[config.mk]
export PLATFORM = sky130hd
export DESIGN_NAME = seq_detect_scheduler_flat
export DESIGN_NICKNAME = d
export VERILOG_FILES = /design/src/rtl/seq_detect_pkg.sv /design/src/rtl/seq_detect_scheduler_if.sv /design/src/rtl/seq_run_detector.sv /design/src/rtl/seq_detect_scheduler.sv /design/src/flat_wrapper.sv
export SDC_FILE = /design/constraint.sdc
export NUM_CORES = 1
export LEC_CHECK = 0
export ABC_AREA = 1
export BUFFER_PORTS_ARGS = -buffer_cell sky130_fd_sc_hd__buf_2
export CORE_MARGIN = 8
export CORE_UTILIZATION = 30
export CTS_CLUSTER_DIAMETER = 30
export CTS_CLUSTER_SIZE = 30
export DETAILED_ROUTE_END_ITERATION = 10
export SYNTH_ARGS = -nofsm -noshare
export SYNTH_HDL_FRONTEND = slang
export SYNTH_SLANG_ARGS = --single-unit
[constraint.sdc]
create_clock -name clk -period 2.6 [get_ports clk]
set_clock_uncertainty 0.1 [all_clocks]
set_input_delay 0.13 -clock clk [delete_from_list [all_inputs] [get_ports clk]]
set_output_delay 0.13 -clock clk [all_outputs]
set_load 0.1 [all_outputs]
[src/rtl/seq_detect_pkg.sv]
// Shared types and width helpers for the run-of-ones detection scheduler.
package seq_detect_pkg;

  typedef enum logic [1:0] {
    IDLE   = 2'd0,
    RUN    = 2'd1,
    REPORT = 2'd2
  } state_e;

  function automatic int id_w(input int n_req);
    return (n_req > 1) ? $clog2(n_req) : 1;
  endfunction

  function automatic int bit_w(input int frame_len);
    return (frame_len > 1) ? $clog2(frame_len) : 1;
  endfunction

  function automatic int run_w(input int run_len);
    return $clog2(run_len + 1);
  endfunction

  function automatic int mcnt_w(input int frame_len, input int run_len);
    return $clog2(frame_len / run_len + 1) + 1;
  endfunction

endpackage

[src/rtl/seq_detect_scheduler_if.sv]
// Requester/status bundle between the serial sources and the scheduler.
// match_cnt exists only when SEQ_DETECT_MATCH_COUNT_EN is defined.
interface seq_detect_scheduler_if
  import seq_detect_pkg::*;
#(
  parameter int N_REQ     = 4,
  parameter int FRAME_LEN = 16,
  parameter int RUN_LEN   = 3
) ();

  localparam int ID_W = id_w(N_REQ);

  logic [N_REQ-1:0] req;
  logic [N_REQ-1:0] x;
  logic [N_REQ-1:0] gnt;
  logic             busy;
  logic             done;
  logic [ID_W-1:0]  done_id;
  logic             hit;
  logic             abort;

`ifdef SEQ_DETECT_MATCH_COUNT_EN
  localparam int MCNT_W = mcnt_w(FRAME_LEN, RUN_LEN);
  logic [MCNT_W-1:0] match_cnt;

  modport master (output req, x, input gnt, busy, done, done_id, hit, abort, match_cnt);
  modport slave  (input req, x, output gnt, busy, done, done_id, hit, abort, match_cnt);
`else
  modport master (output req, x, input gnt, busy, done, done_id, hit, abort);
  modport slave  (input req, x, output gnt, busy, done, done_id, hit, abort);
`endif

endinterface

[src/rtl/seq_run_detector.sv]
// Saturating counter of consecutive ones; complete flags the step that reaches RUN_LEN.
module seq_run_detector
  import seq_detect_pkg::*;
#(
  parameter  int RUN_LEN = 3,
  localparam int CNT_W   = run_w(RUN_LEN)
) (
  input  logic             clk,
  input  logic             reset,
  input  logic             clr,
  input  logic             en,
  input  logic             x,
  output logic [CNT_W-1:0] count,
  output logic             complete
);

  localparam logic [CNT_W-1:0] FULL = CNT_W'(RUN_LEN);
  localparam logic [CNT_W-1:0] PRE  = CNT_W'(RUN_LEN - 1);

  logic [CNT_W-1:0] r_cnt;

  // Holding at FULL keeps a long run of ones a single event.
  assign complete = en & x & (r_cnt == PRE);
  assign count    = r_cnt;

  always_ff @(posedge clk or negedge reset) begin
    if (!reset) begin
      r_cnt <= '0;
    end else if (clr) begin
      r_cnt <= '0;
    end else if (en) begin
      if (!x)                r_cnt <= '0;
      else if (r_cnt != FULL) r_cnt <= r_cnt + 1'b1;
    end
  end

endmodule

[src/rtl/seq_detect_scheduler.sv]
// Round-robin scheduler sharing one run-of-ones detector across N_REQ serial lines.
// Optional per-frame completion count: define SEQ_DETECT_MATCH_COUNT_EN.
module seq_detect_scheduler
  import seq_detect_pkg::*;
#(
  parameter int N_REQ     = 4,
  parameter int FRAME_LEN = 16,
  parameter int RUN_LEN   = 3
) (
  input logic                   clk,
  input logic                   reset,
  seq_detect_scheduler_if.slave bus
);

  localparam int ID_W      = id_w(N_REQ);
  localparam int BIT_W     = bit_w(FRAME_LEN);
  localparam int RUN_CNT_W = run_w(RUN_LEN);

  state_e           r_state, w_state_nxt;
  logic [ID_W-1:0]  r_winner, r_ptr, w_pick, r_done_id;
  logic [BIT_W-1:0] r_bitcnt;
  logic [N_REQ-1:0] r_gnt;
  logic             r_sticky, r_done, r_hit, r_abort;
  logic             w_any, w_req_win, w_x_win, w_last, w_complete, w_det_clr, w_det_en;
  logic [RUN_CNT_W-1:0] w_run_cnt;

  // First requester at or above the pointer, wrapping.
  always_comb begin
    w_any  = 1'b0;
    w_pick = '0;
    for (int k = 0; k < N_REQ; k++) begin
      if (!w_any && bus.req[(int'(r_ptr) + k) % N_REQ]) begin
        w_any  = 1'b1;
        w_pick = ID_W'((int'(r_ptr) + k) % N_REQ);
      end
    end
  end

  assign w_req_win = bus.req[r_winner];
  assign w_x_win   = bus.x[r_winner];
  assign w_last    = (r_bitcnt == BIT_W'(FRAME_LEN - 1));
  assign w_det_clr = (r_state == IDLE);
  assign w_det_en  = (r_state == RUN) && w_req_win;

  seq_run_detector #(.RUN_LEN(RUN_LEN)) u_det (
    .clk      (clk),
    .reset    (reset),
    .clr      (w_det_clr),
    .en       (w_det_en),
    .x        (w_x_win),
    .count    (w_run_cnt),
    .complete (w_complete)
  );

  always_comb begin
    w_state_nxt = r_state;
    case (r_state)
      IDLE:    if (w_any) w_state_nxt = RUN;
      RUN:     if (!w_req_win || w_last) w_state_nxt = REPORT;
      REPORT:  w_state_nxt = IDLE;
      default: w_state_nxt = IDLE;
    endcase
  end

  always_ff @(posedge clk or negedge reset) begin
    if (!reset) r_state <= IDLE;
    else        r_state <= w_state_nxt;
  end

  always_ff @(posedge clk or negedge reset) begin
    if (!reset) begin
      r_winner  <= '0;
      r_ptr     <= '0;
      r_bitcnt  <= '0;
      r_sticky  <= 1'b0;
      r_gnt     <= '0;
      r_done    <= 1'b0;
      r_done_id <= '0;
      r_hit     <= 1'b0;
      r_abort   <= 1'b0;
    end else begin
      case (r_state)
        IDLE: begin
          r_done <= 1'b0;
          if (w_any) begin
            r_winner <= w_pick;
            r_gnt    <= N_REQ'(1) << w_pick;
            r_bitcnt <= '0;
            r_sticky <= 1'b0;
          end
        end
        RUN: begin
          // A dropped request ends the frame without counting this edge's bit.
          if (!w_req_win) begin
            r_gnt     <= '0;
            r_done    <= 1'b1;
            r_done_id <= r_winner;
            r_hit     <= 1'b0;
            r_abort   <= 1'b1;
          end else begin
            r_bitcnt <= r_bitcnt + 1'b1;
            if (w_complete) r_sticky <= 1'b1;
            if (w_last) begin
              r_gnt     <= '0;
              r_done    <= 1'b1;
              r_done_id <= r_winner;
              r_hit     <= r_sticky | w_complete;
              r_abort   <= 1'b0;
            end
          end
        end
        REPORT: begin
          r_done <= 1'b0;
          r_ptr  <= (r_winner == ID_W'(N_REQ - 1)) ? '0 : r_winner + 1'b1;
        end
        default: r_done <= 1'b0;
      endcase
    end
  end

  assign bus.gnt     = r_gnt;
  assign bus.busy    = (r_state != IDLE);
  assign bus.done    = r_done;
  assign bus.done_id = r_done_id;
  assign bus.hit     = r_hit;
  assign bus.abort   = r_abort;

`ifdef SEQ_DETECT_MATCH_COUNT_EN
  localparam int MCNT_W = mcnt_w(FRAME_LEN, RUN_LEN);
  logic [MCNT_W-1:0] r_mcnt_acc, r_match_cnt;

  always_ff @(posedge clk or negedge reset) begin
    if (!reset) begin
      r_mcnt_acc  <= '0;
      r_match_cnt <= '0;
    end else if (r_state == IDLE) begin
      r_mcnt_acc <= '0;
    end else if (r_state == RUN) begin
      if (!w_req_win) begin
        r_match_cnt <= '0;
      end else begin
        r_mcnt_acc <= r_mcnt_acc + MCNT_W'(w_complete);
        if (w_last) r_match_cnt <= r_mcnt_acc + MCNT_W'(w_complete);
      end
    end
  end

  assign bus.match_cnt = r_match_cnt;
`endif

  ap_run_cnt_range: assert property (@(posedge clk) disable iff (!reset)
    w_run_cnt <= RUN_CNT_W'(RUN_LEN));

endmodule

[src/flat_wrapper.sv]
// flat-port wrapper written by rule: the top's interface ports become plain ports
module seq_detect_scheduler_flat import seq_detect_pkg::*;
#(
  parameter int N_REQ     = 4,
  parameter int FRAME_LEN = 16,
  parameter int RUN_LEN   = 3
)
  (clk, reset, bus_req, bus_x, bus_gnt, bus_busy, bus_done, bus_done_id, bus_hit, bus_abort);
  seq_detect_scheduler_if #(.N_REQ(N_REQ), .FRAME_LEN(FRAME_LEN), .RUN_LEN(RUN_LEN)) bus_i ();
  input logic clk;
  input logic reset;
  input wire logic [$bits(bus_i.req)-1:0] bus_req;
  input wire logic [$bits(bus_i.x)-1:0] bus_x;
  output wire logic [$bits(bus_i.gnt)-1:0] bus_gnt;
  output wire logic [$bits(bus_i.busy)-1:0] bus_busy;
  output wire logic [$bits(bus_i.done)-1:0] bus_done;
  output wire logic [$bits(bus_i.done_id)-1:0] bus_done_id;
  output wire logic [$bits(bus_i.hit)-1:0] bus_hit;
  output wire logic [$bits(bus_i.abort)-1:0] bus_abort;
  assign bus_i.req = bus_req;
  assign bus_i.x = bus_x;
  assign bus_gnt = bus_i.gnt;
  assign bus_busy = bus_i.busy;
  assign bus_done = bus_i.done;
  assign bus_done_id = bus_i.done_id;
  assign bus_hit = bus_i.hit;
  assign bus_abort = bus_i.abort;
  seq_detect_scheduler #(.N_REQ(N_REQ), .FRAME_LEN(FRAME_LEN), .RUN_LEN(RUN_LEN)) u_core (.clk(clk), .reset(reset), .bus(bus_i));
endmodule
; Word level (Yosys, flattened, before mapping)
; Cells that the tools add are included.
; Widths: inputs -> output; s select.
[word_totals]
reg_bits = 22
in_bits = 10
out_inout_bits = 10
elab_cells = 116
[classes]
addsub = 6
order_cmp = 5
eq_ne = 13
shift = 1
muxes = 51
n_bitwise = 6
reduce_logical = 23
[op_table]
columns = operator, n
row1 = $mux 2, 13
row2 = $mux 1, 23
row3 = $mux 4, 5
row4 = $pmux 4 s2, 2
row5 = $bmux 1 s2, 6
row6 = $lt 3x4->1 const B, 3
row7 = $reduce_and 2->1, 4
row8 = $add 2x1->2 const B, 3
row9 = $eq 2x2->1 const B, 3
row10 = $lt 2x3->1 const B, 2
row11 = $ne 2x1->1 const B, 3
row12 = $ne 2x2->1 const B, 3
row13 = $reduce_and 3->1, 2
row14 = $reduce_bool 2->1, 3
row15 = $reduce_or 2->1, 3
row16 = $add 2x2->2 const B, 2
row17 = $add 4x1->4 const B, 1
row18 = $eq 4x4->1 const B, 1
row19 = $logic_and 1x1->1, 4
row20 = $logic_not 1->1, 4
row21 = $pmux 2 s2, 1
row22 = $reduce_and 4->1, 1
row23 = $shl 1x2->4 const A, 1
row24 = $and 1x1->1 const A, 3
row25 = other kinds (8), 9

; Logic depth before layout (Yosys ltp)
[depth]
ltp_word = 17
mapped_depth = 12

; Cells and area by module
; From an unflattened synthesis, not the netlist that was laid out.
[unflattened]
cells_unflattened = 179
area_unflattened_um2 = 1355.0
[modules_own_cells]
columns = mod, n_inst, cells_each, area_per_inst_um2, seq_area_each_um2
row1 = seq_detect_scheduler, 1, 161, 1216.2, 500.5
row2 = seq_run_detector, 1, 18, 138.9, 50.0

; Worst setup path after synthesis
; OpenSTA, ideal clock, no wires.
[synth_timing]
path_kind = flip-flop to flip-flop
startpoint = register u_core.r_state[1]
endpoint = register u_core.u_det.r_cnt[1], in the netlist u_core.u_det.count[1]
arrival_time_ps = 1366
slack_ps = 1017
path_stages_with_launch = 7
synth_period_minus_slack_ps = 1583
path_cell_list = dfrtp_1 > nor2_1 > inv_1 > nand3_1 > o21ai_1 > nand2_1 > nand2_1
[synth_via]
elab_chain_cells = 4
elab_cells_between_ends = 7
cone_classes = eq/ne: 2 / mux: 1 / reduce/logical: 4
[synth_lines]
columns = item, line
row1 = start: declaration, seq_detect_scheduler.sv:19  ; state_e r_state, w_state_nxt;
row2 = start signal: assignment, seq_detect_scheduler.sv:67  ; else r_state <= w_state_nxt;
row3 = $eq 2x1->1, seq_detect_scheduler.sv:43  ; assign w_det_en = (r_state == RUN) && w_req_win;
row4 = $logic_and 1x1->1, seq_detect_scheduler.sv:43
row5 = $reduce_bool 2->1 (no line), n/a
row6 = $reduce_and 2->1 (no line), n/a
row7 = end signal: assignment, seq_run_detector.sv:33  ; else if (r_cnt != FULL) r_cnt <= r_cnt + 1'b1;
row8 = end: declaration, seq_run_detector.sv:20  ; logic [CNT_W-1:0] r_cnt;
; Parallel ways exist; a longest one is shown, timed or not.
; A chain may end at the register's enable or synchronous reset.

; Worst setup path in the final report
[layout_timing]
startpoint = register u_core.r_ptr[0]
endpoint = register u_core.r_gnt[2], in the netlist u_core.bus.gnt[2]
[layout_via]
elab_chain_cells = 15
elab_cells_between_ends = 33
cone_classes = add/sub: 3 / eq/ne: 1 / shift: 1 / mux: 21 / reduce/logical: 7
[layout_lines]
columns = item, line
row1 = start: declaration, seq_detect_scheduler.sv:20  ; logic [ID_W-1:0] r_winner, r_ptr, w_pick, r_done_id;
row2 = start signal: assignment, seq_detect_scheduler.sv:114  ; r_ptr <= (r_winner == ID_W'(N_REQ - 1)) ? '0 : r_winner + 1'b1;
row3 = $add 2x1->2 / $bmux 1 s2 (equally long branches), "seq_detect_scheduler.sv:32, seq_detect_scheduler.sv:34"
row4 = $bmux 1 s2 / $mux 1 (equally long branches), seq_detect_scheduler.sv:32  ; if (!w_any && bus.req[(int'(r_ptr) + k) % N_REQ]) begin
row5 = $mux 1 (implied by the code), seq_detect_scheduler.sv:32
row6 = $mux 1 (implied by the code) / $logic_not 1->1 (equally long branches), seq_detect_scheduler.sv:32
row7 = $logic_and 1x1->1, seq_detect_scheduler.sv:32
row8 = $mux 1, seq_detect_scheduler.sv:32
row9 = $logic_not 1->1, seq_detect_scheduler.sv:32
row10 = $logic_and 1x1->1, seq_detect_scheduler.sv:32
row11 = $mux 1, seq_detect_scheduler.sv:32
row12 = $logic_not 1->1, seq_detect_scheduler.sv:32
row13 = $logic_and 1x1->1, seq_detect_scheduler.sv:32
row14 = $mux 2, seq_detect_scheduler.sv:32
row15 = $shl 1x2->4, seq_detect_scheduler.sv:87  ; r_gnt <= N_REQ'(1) << w_pick;
row16 = $mux 4, seq_detect_scheduler.sv:85  ; if (w_any) begin
row17 = $pmux 4 s2, seq_detect_scheduler.sv:82  ; case (r_state)
row18 = end signal: assignment, seq_detect_scheduler.sv:87
row19 = end: declaration, seq_detect_scheduler.sv:22  ; logic [N_REQ-1:0] r_gnt;
; Parallel ways exist; a longest one is shown, timed or not. The select of a mux whose other input is x is not followed.

==> qor.yml <==
status:
  status: "completed"
sta:
  post-route-period-util_pct: 73.6
  maxSlewViolCount: 0
  max_freq_mhz: 523
  grt_setup_unrepaired: "false"
  tightest_slew_ns: 0.491
  period_needed_ns: 1.91
  hold_viol_final: 0
  finalSetupViolations: 0
  slew_headroom_pct: 67.3
  tns_ns: 0
yosys:
  synth_area_leader_cell: "dfrtp_1"
  syn-num-nets: 204
  synthCells: 190
  netlist_area_mm2: 0.00136
  yosysSeqAreaShare_pct: 40.4
  synth_area_leaders: "dfrtp_1 40%, nand2_1 20%, nand3_1 6.2%"
  synth.avg_cell_area_um2: 7.17
  synth_top_area_share_pct: 40.4
  ys_seq_elements: 22
  yosysWarnings: 0
  yosysUniqueCellTypes: 25
detailed_routing:
  drt_wl_total_um: 3010
  drt_iter0_drc: 63
  drc: 0
  vias: 1169
  wl_per_cell_um: 11.5
  vias_per_cell: 4.46
  drt-pass1-iter-count: 4
  ant_nets: 0
cells_and_area:
  synthToLayoutAreaGrowth_pct: 15.2
  drive_above_1_share_pct: 19.0
  num-nets-final: 225
  antenna_cells: 0
floorplan:
  dieArea_mm2: 0.00695
  die-width_um: 83.4
  rows: 24
  core-area_mm2: 0.00435
  pin_count: 20
  start_util_pct: 31.3
  die_h_um: 83.4
clocking:
  numCtsBuffers: 3
  cts_tree: "built"
  cts.sinks: 22
  cts_hold_buf: 1
  clk_pin_slew_ns: 0.08
  cts_resized: 0
  clock_path_buffers: 2
  clockRootBuffer: "clkbuf_8"
  htreeDepth: 1
  clk_latency_ns: 0.27
  cts_setup_buffers: 0
setup_path:
  crit_path_end_kind: "flip-flop"
  crit_type: "flip-flop to flip-flop"
  path_max_fanout: 12
  regToRegStartpoint: "u_core.r_ptr[0]$_DFFE_PN0N_"
  worst_ep_arrival_time_ns: 1.97
  cp.required_ns: 2.66
  worst_setup_path_start_kind: "flip-flop"
  crit_path_start: "u_core.r_ptr[0]$_DFFE_PN0N_"
hold_path:
  hold_class: "primary input to async pin"
placement:
  io_buffers: 19
  place_congestion: 0.823
  dpl.hpwl_um: 2340
global_route:
  grt_overflow: 0
  grt_pass1_vias: 1220
  antenna_found_initial: 0
  grt_pass1_wl_um: 5420
  grt_max_degree: 23
  grt_use_total_pct: 9.07
flow_run:
  cap_viol_max_count: 0
worst max-delay path, stage by stage (launching register included):
cell and delay, ns:
dfrtp_1 0.57, inv_2 0.16, nand2_1 0.10, nand2_2 0.08, nand2_2 0.08, nand2_2 0.06, nor2_4 0.09, nand3_2 0.07
nand2_2 0.19, inv_1 0.14, nand3_1 0.10, nand2_1 0.05
synth_stat cells:
library cell   n
a21boi_1       1
a21oi_1        4
buf_4          3
buf_6          1
dfrtp_1       22
ha_1           4
inv_1         18
inv_2          3
nand2_1       73
nand2_2        6
nand2_4        1
nand3_1       17
nand3_2        3
nand3b_1       1
nand4_1        1
nor2_1        14
nor2_2         1
nor2_4         1
nor3_1         1
o21ai_0        3
o21ai_1        6
o21ai_2        2
o21bai_1       1
o31ai_1        1
xor2_1         2
registers in the layout, indices dropped and copies added, names as in the netlist, 2 cells and up:
signal	count
u_core.bus.done_id	2
u_core.bus.gnt	4
u_core.r_state	2
u_core.r_winner	2
u_core.r_ptr	2
u_core.u_det.count	2
u_core.r_bitcnt	4
placed cells by master (no fill, tap or decap):
cell type,count
o21ai_2,2
nand2_1,73
o21ai_0,3
bufinv_16,1
nor2_2,1
dfrtp_1,22
o21ai_1,6
nor3_1,1
nand3_1,17
nand2_2,6
nand3b_1,1
nand4_1,1
dlygate4sd3_1,1
a21boi_1,1
inv_2,3
nor2_1,14
nand3_2,3
a21oi_1,4
xor2_1,2
buf_2,19
nor2_4,1
o31ai_1,1
o21bai_1,1
inv_1,18
clkbuf_8,3
nand2_4,1
ha_1,4
layout make-up:
cell class	count	area, um2
sequential	22	551
fill	471	2780
clock inverter	1	30.0
multi-input combinational	143	699
clock buffer	3	41.3
tap	52	65.1
timing repair buffer	20	105
inverter	21	78.8
final timing paths:
kind                                                      to  slack [ns]  cells after the start
max in group asynchronous      u_core.bus.gnt[3]$_DFFE_PN0P_        1.81                      2
min reg2reg                       u_core.bus.hit$_DFFE_PN0P_        0.38                      2
max                            u_core.bus.gnt[2]$_DFFE_PN0P_        0.69                     11
min                              u_core.r_ptr[1]$_DFFE_PN0N_        0.25                      2
min in group clk           u_core.u_det.count[0]$_DFFE_PN0P_        0.29                      5
max reg2reg                    u_core.bus.gnt[2]$_DFFE_PN0P_        0.69                     11
through the flow:
| stage | hold slack [ns] | util (%) | std cells | worst slack [ns] | instance area (um2) |
|---|---|---|---|---|---|
| 6_report | 0.252 | 36.1 | 262 | 0.687 | 1570 |
| 5_1_grt | 0.303 | 36.1 | 262 | 0.460 | 1570 |
| 4_1_cts | 0.273 | 36.1 | 262 | 0.684 | 1570 |
| 3_5_place_dp | 0.0301 | 34.2 | 257 | 0.708 | 1490 |
| 3_3_place_gp | 0.0292 | 34.2 | 257 | 0.736 | 1490 |
| 2_1_floorplan | -0.266 | - | 190 | 1.02 | 1360 |
logic make-up after synthesis:
| logic type | after synthesis | share of synthesized area (%) |
|---|---|---|
| flops | 22 | 40.4 |
| compound gates | 18 | 7.71 |
| simple gates | 119 | 38.7 |
| buf+inv | 25 | 8.26 |
| xor+xnor | 2 | 1.29 |
| fa+ha+maj | 4 | 3.67 |
layer usage:
metal  part of all wire, %  routed length, um  global-route usage (%)
met5                     0                  0                       0
met3                   5.2                156                    3.32
met2                    41               1220                    13.9
met4                  0.63                 19                    1.44
met1                    54               1610                    11.9
Power is left out: the tool's default activity adds up to more than one toggle a clock period on the data nets, which glitch-free logic cannot reach.
